<file path="config.mk">
export PLATFORM = sky130hd
export DESIGN_NAME = merge_n
export DESIGN_NICKNAME = d
export VERILOG_FILES = /design/src/rtl/merge_pkg.sv /design/src/rtl/prio_enc.sv /design/src/rtl/merge_n.sv
export SDC_FILE = /design/constraint.sdc
export NUM_CORES = 1
export LEC_CHECK = 0
export CAP_MARGIN = 30
export CORE_MARGIN = 2
export CORE_UTILIZATION = 22
export DETAILED_ROUTE_END_ITERATION = 6
export GPL_TIMING_DRIVEN = 0
export PLACE_DENSITY = 0.9
export SLEW_MARGIN = 15
export SYNTH_ARGS = -nofsm -noshare
export SYNTH_HDL_FRONTEND = slang
export SYNTH_SLANG_ARGS = --single-unit
</file>
<file path="constraint.sdc">
create_clock -name clk -period 2.2 [get_ports clk]
set_clock_uncertainty 0.05 [all_clocks]
set_input_delay 0.66 -clock clk [delete_from_list [all_inputs] [get_ports clk]]
set_output_delay 0.66 -clock clk [all_outputs]
set_load 0.02 [all_outputs]
</file>
<file path="src/rtl/merge_pkg.sv">
// merge_n shared package: width helpers for the N-way merge.
// Flattened buses: channel i occupies bits [i*WIDTH +: WIDTH].
package merge_pkg;

  function automatic int idx_w(input int n);
    return (n > 2) ? $clog2(n) : 1;
  endfunction

  function automatic int cnt_w(input int hold);
    return (hold > 1) ? $clog2(hold + 1) : 1;
  endfunction

endpackage

</file>
<file path="src/rtl/prio_enc.sv">
// Lowest-index-first priority encoder with multi-hit detect.
// Purely combinational.
module prio_enc
  import merge_pkg::*;
#(
  parameter int N     = 2,
  parameter int IDX_W = idx_w(N)
) (
  input  logic [N-1:0]     req,
  output logic             any,
  output logic [IDX_W-1:0] idx,
  output logic             multi
);

  always_comb begin
    any   = |req;
    multi = |(req & (req - N'(1)));
    idx   = '0;
    for (int i = N - 1; i >= 0; i--) begin
      if (req[i]) idx = IDX_W'(i);
    end
  end

endmodule

</file>
<file path="src/rtl/merge_n.sv">
// N-way held merge with expiry window and sticky conflict flag.
// Optional output register stage: MERGE_N_OUT_REG_EN.
module merge_n
  import merge_pkg::*;
#(
  parameter int N     = 2,
  parameter int WIDTH = 32,
  parameter int HOLD  = 0
) (
  input  logic                     clk,
  input  logic                     reset,
  input  logic [N-1:0]             go,
  input  logic [N*WIDTH-1:0]       in,
  output logic [WIDTH-1:0]         out,
  output logic [idx_w(N)-1:0]      sel,
  output logic                     out_valid,
  output logic                     conflict
);

  localparam int IDX_W = idx_w(N);
  localparam int CW    = cnt_w(HOLD);
  localparam int HM1   = (HOLD == 0) ? 0 : HOLD - 1;
  localparam logic [CW-1:0] CNT_INIT = CW'(HM1);

  if (N < 2) begin : g_bad_n
    $error("merge_n: N must be >= 2");
  end

  logic [IDX_W-1:0] sel_q;
  logic             active_q;
  logic [CW-1:0]    cnt_q;
  logic             conflict_q;

  logic             any;
  logic             multi;
  logic [IDX_W-1:0] g;

  logic [IDX_W-1:0] idx;
  logic [WIDTH-1:0] mux_out;
  logic             mux_valid;

  prio_enc #(.N(N), .IDX_W(IDX_W)) u_enc (
    .req   (go),
    .any   (any),
    .idx   (g),
    .multi (multi)
  );

  // Gate with reset so outputs are quiet while reset is held.
  always_comb begin
    idx       = any ? g : sel_q;
    mux_valid = reset & (any | active_q);
    if (!reset) idx = '0;
    mux_out = in[int'(idx)*WIDTH +: WIDTH];
  end

  always_ff @(posedge clk or negedge reset) begin
    if (!reset) begin
      sel_q      <= '0;
      active_q   <= 1'b0;
      cnt_q      <= '0;
      conflict_q <= 1'b0;
    end else begin
      if (multi) conflict_q <= 1'b1;
      if (any) begin
        sel_q    <= g;
        cnt_q    <= CNT_INIT;
        active_q <= (HOLD != 1);
      end else if (active_q && HOLD != 0) begin
        cnt_q <= cnt_q - CW'(1);
        if (cnt_q == CW'(1)) active_q <= 1'b0;
      end
    end
  end

  assign conflict = conflict_q;

`ifdef MERGE_N_OUT_REG_EN
  always_ff @(posedge clk or negedge reset) begin
    if (!reset) begin
      out       <= '0;
      sel       <= '0;
      out_valid <= 1'b0;
    end else begin
      out       <= mux_out;
      sel       <= idx;
      out_valid <= mux_valid;
    end
  end
`else
  assign out       = mux_out;
  assign sel       = idx;
  assign out_valid = mux_valid;
`endif

endmodule

</file>
==> impl_metrics.toml, run 1 <==
[critical_path]
critPathArrivalTime_ns = 1.72
critPathMaxFanout = 7
cp.required_ns = 1.49
start_kind = "primary input"
cp-end-kind = "output pin"
path_class = "primary input to output pin"

[sta]
worstMarginPinSlew_ns = 0.213
worst_slack_ns = -0.228
hold_viol_final = 0
setup_violations = 34
min_period_over_period_pct = 110
timing.final.max_slew_violations = 0
finalCriticalPeriod_ns = 2.43
fmax_mhz = 412
slew_headroom_pct = 85.7
whs_ns = 0.301
rsz0062_at_grt = "true"
fin_setup_tns_ns = -6.56

[cells_and_area]
stdcell_area_sq_um = 1890
nFillCells = 212
antenna_cells = 0
regArea_sq_um = 75.1
drive_gt1_share_pct = 53.8
syn2layout_area_growth_pct = 200
finalNetCount = 225
fin_util_pct = 69.1
multi_input_area_sq_um = 537

[synthesis]
syn_avg_cell_area_sq_um = 14.3
synth_cell_types = 10
synth_cells = 44
ys_warn_count = 0
synth_area_sq_um = 629
syn_nets = 112
ys_seq_area_share_pct = 11.9
synth-seq-cells = 3

[global_routing]
grt_max_degree = 11
grt_pass1_wl_um = 3860
grt_util_met2_pct = 33.1
first_global_vias = 902
antenna_found_initial = 0
grt.busiest_layer = "met2"
overflow = 0
met3_usage_pct = 3.63
grt.met1_usage_pct = 12.6
grt_use_total_pct = 15.1

[drt]
wl_um = 2680
ant_nets = 0
drt_iter0_markers = 12
wl_per_cell_um = 14.4
drt_first_pass_iters = 4
via_count = 806
drc = 0
via_per_inst = 4.31

[run]
max-cap-violations = 0

[placed_design]
port_buffers = 102
gp_congestion = 0.725
dpl_cell_area_sq_um = 1690
dpl.hpwl_um = 2360

[clock_tree]
clockBufferDepth = 2
clkTransAtPathRegs_ns = 0.04
clkLatencyLatePin_ns = 0.23
ctsHoldBuffers = 0
htreeDepth = 1
cts_sinks = 3
cts_tree = "done"
root_buffer = "clkbuf_4"
numCtsBuffers = 3

[power_and_ir_drop]
ir_drop_uv = 236
power.leakage_uw = 0.000911
p_per_area_nw_per_um2 = 312
total_power_uw = 589

[die]
die_area_sq_um = 3300
initial_core_util_pct = 23.0
io_pins = 103
fp-row-count = 19
die_h_um = 57.5
die_w_um = 57.5
core-area_sq_um = 2730

[outcome]
status = "finished, violations left"
violations = "setup timing"

[min_path]
hold_class = "primary input to async pin"
-- synth_stat cells, drive strengths merged --
library cell / number / area (sq um)
a21o: 1 / 7.51
buf: 3 / 33.8
or3: 1 / 6.26
nand2: 1 / 11.3
dfrtp: 3 / 75.1
and2: 1 / 6.26
mux2: 32 / 469
inv: 1 / 3.75
o21ba: 1 / 16.3
-- repair_timing --
action / 4_1_cts / 5_1_grt
cloned: 2 / 1
setup endpoints to repair: 34 / 33
buffers inserted: 3 / 1
hold endpoints to repair: 0 / 0
pin swaps: 1 / 0
resized for setup: 202 / 28
-- area by class of cell --
type / instances / area share (%)
Clock buffer: 4 / 1.39
Inverter: 1 / 0.331
Tap cell: 31 / 2.05
Timing Repair Buffer: 108 / 60.9
Sequential cell: 3 / 3.97
Multi-Input combinational cell: 37 / 28.4
Buffer: 3 / 2.91
-- worst max-delay path, cell delays in order --
cell	delay (ns)
buf_6	0.09
o21ba_4	0.25
nand2_8	0.10
clkbuf_16	0.18
mux2_4	0.30
buf_6	0.13
-- stage by stage --
stage / instances / worst slack, ns
2_1_floorplan: 44 / 0.0132
3_3_place_gp: 177 / -1.02
3_5_place_dp: 177 / -1.06
4_1_cts: 186 / -0.312
5_1_grt: 187 / -0.257
6_report: 187 / -0.228
-- sequential cells by signal (all words and copies together) (netlist names) --
name      cells
conflict      1
active_q      1
sel_q         1
-- power by group --
group	internal [uW]	switching [uW]	total, uW
logic	286	147	433
clock network	68.1	30.2	98.3
registers	56.7	0.571	57.3
-- kinds of logic after synthesis --
logic type,after synthesis,synth area share [%]
compound gates,2,3.78
buf+inv,4,5.96
flops,3,11.9
mux,32,74.6
simple gates,3,3.78
-- placed cells by master (no fill, tap or decap) --
master / instances
clkbuf_4: 3
or3_1: 1
buf_8: 1
buf_2: 1
a21o_1: 1
buf_12: 2
buf_16: 1
clkdlybuf4s15_2: 1
clkdlybuf4s50_1: 65
inv_4: 1
and2_1: 1
mux2_4: 32
o21ba_4: 1
nand2_8: 1
buf_4: 2
buf_6: 37
clkbuf_1: 1
clkbuf_16: 1
dfrtp_1: 3
-- worst paths after layout --
| check | slack (ns) | startpoint | cells past startpoint | to |
|---|---|---|---|---|
| max in group asynchronous | 1.63 | reset | 1 | conflict |
| setup reg to reg | 1.29 | active_q | 1 | active_q |
| hold / removal | 0.30 | reset | 1 | sel_q |
| hold reg to reg | 0.41 | conflict | 1 | conflict |
| min in group clk | 0.41 | conflict | 1 | conflict |
| setup / recovery | -0.23 | go[0] | 6 | out[17] |
-- layer usage --
layer / up-vias / routed length (um)
li1: 386 / -
met1: 367 / 815
met5: - / 0
met3: 2 / 182
met2: 51 / 1680
met4: 0 / 8
Note: power is estimated with default switching activity, not from simulation.
==> inputs of run 2 (changes only) <==
Settings changed: CAP_MARGIN 30 to unset.
==> results of run 2 <==
No change in the layout: final DEF, timing and power equal those of run 1.
==> inputs of run 3 (changes only) <==
Settings changed: CTS_CLUSTER_SIZE set to 30.
==> results of run 3 <==
No change in the layout: final DEF, timing and power equal those of run 1.
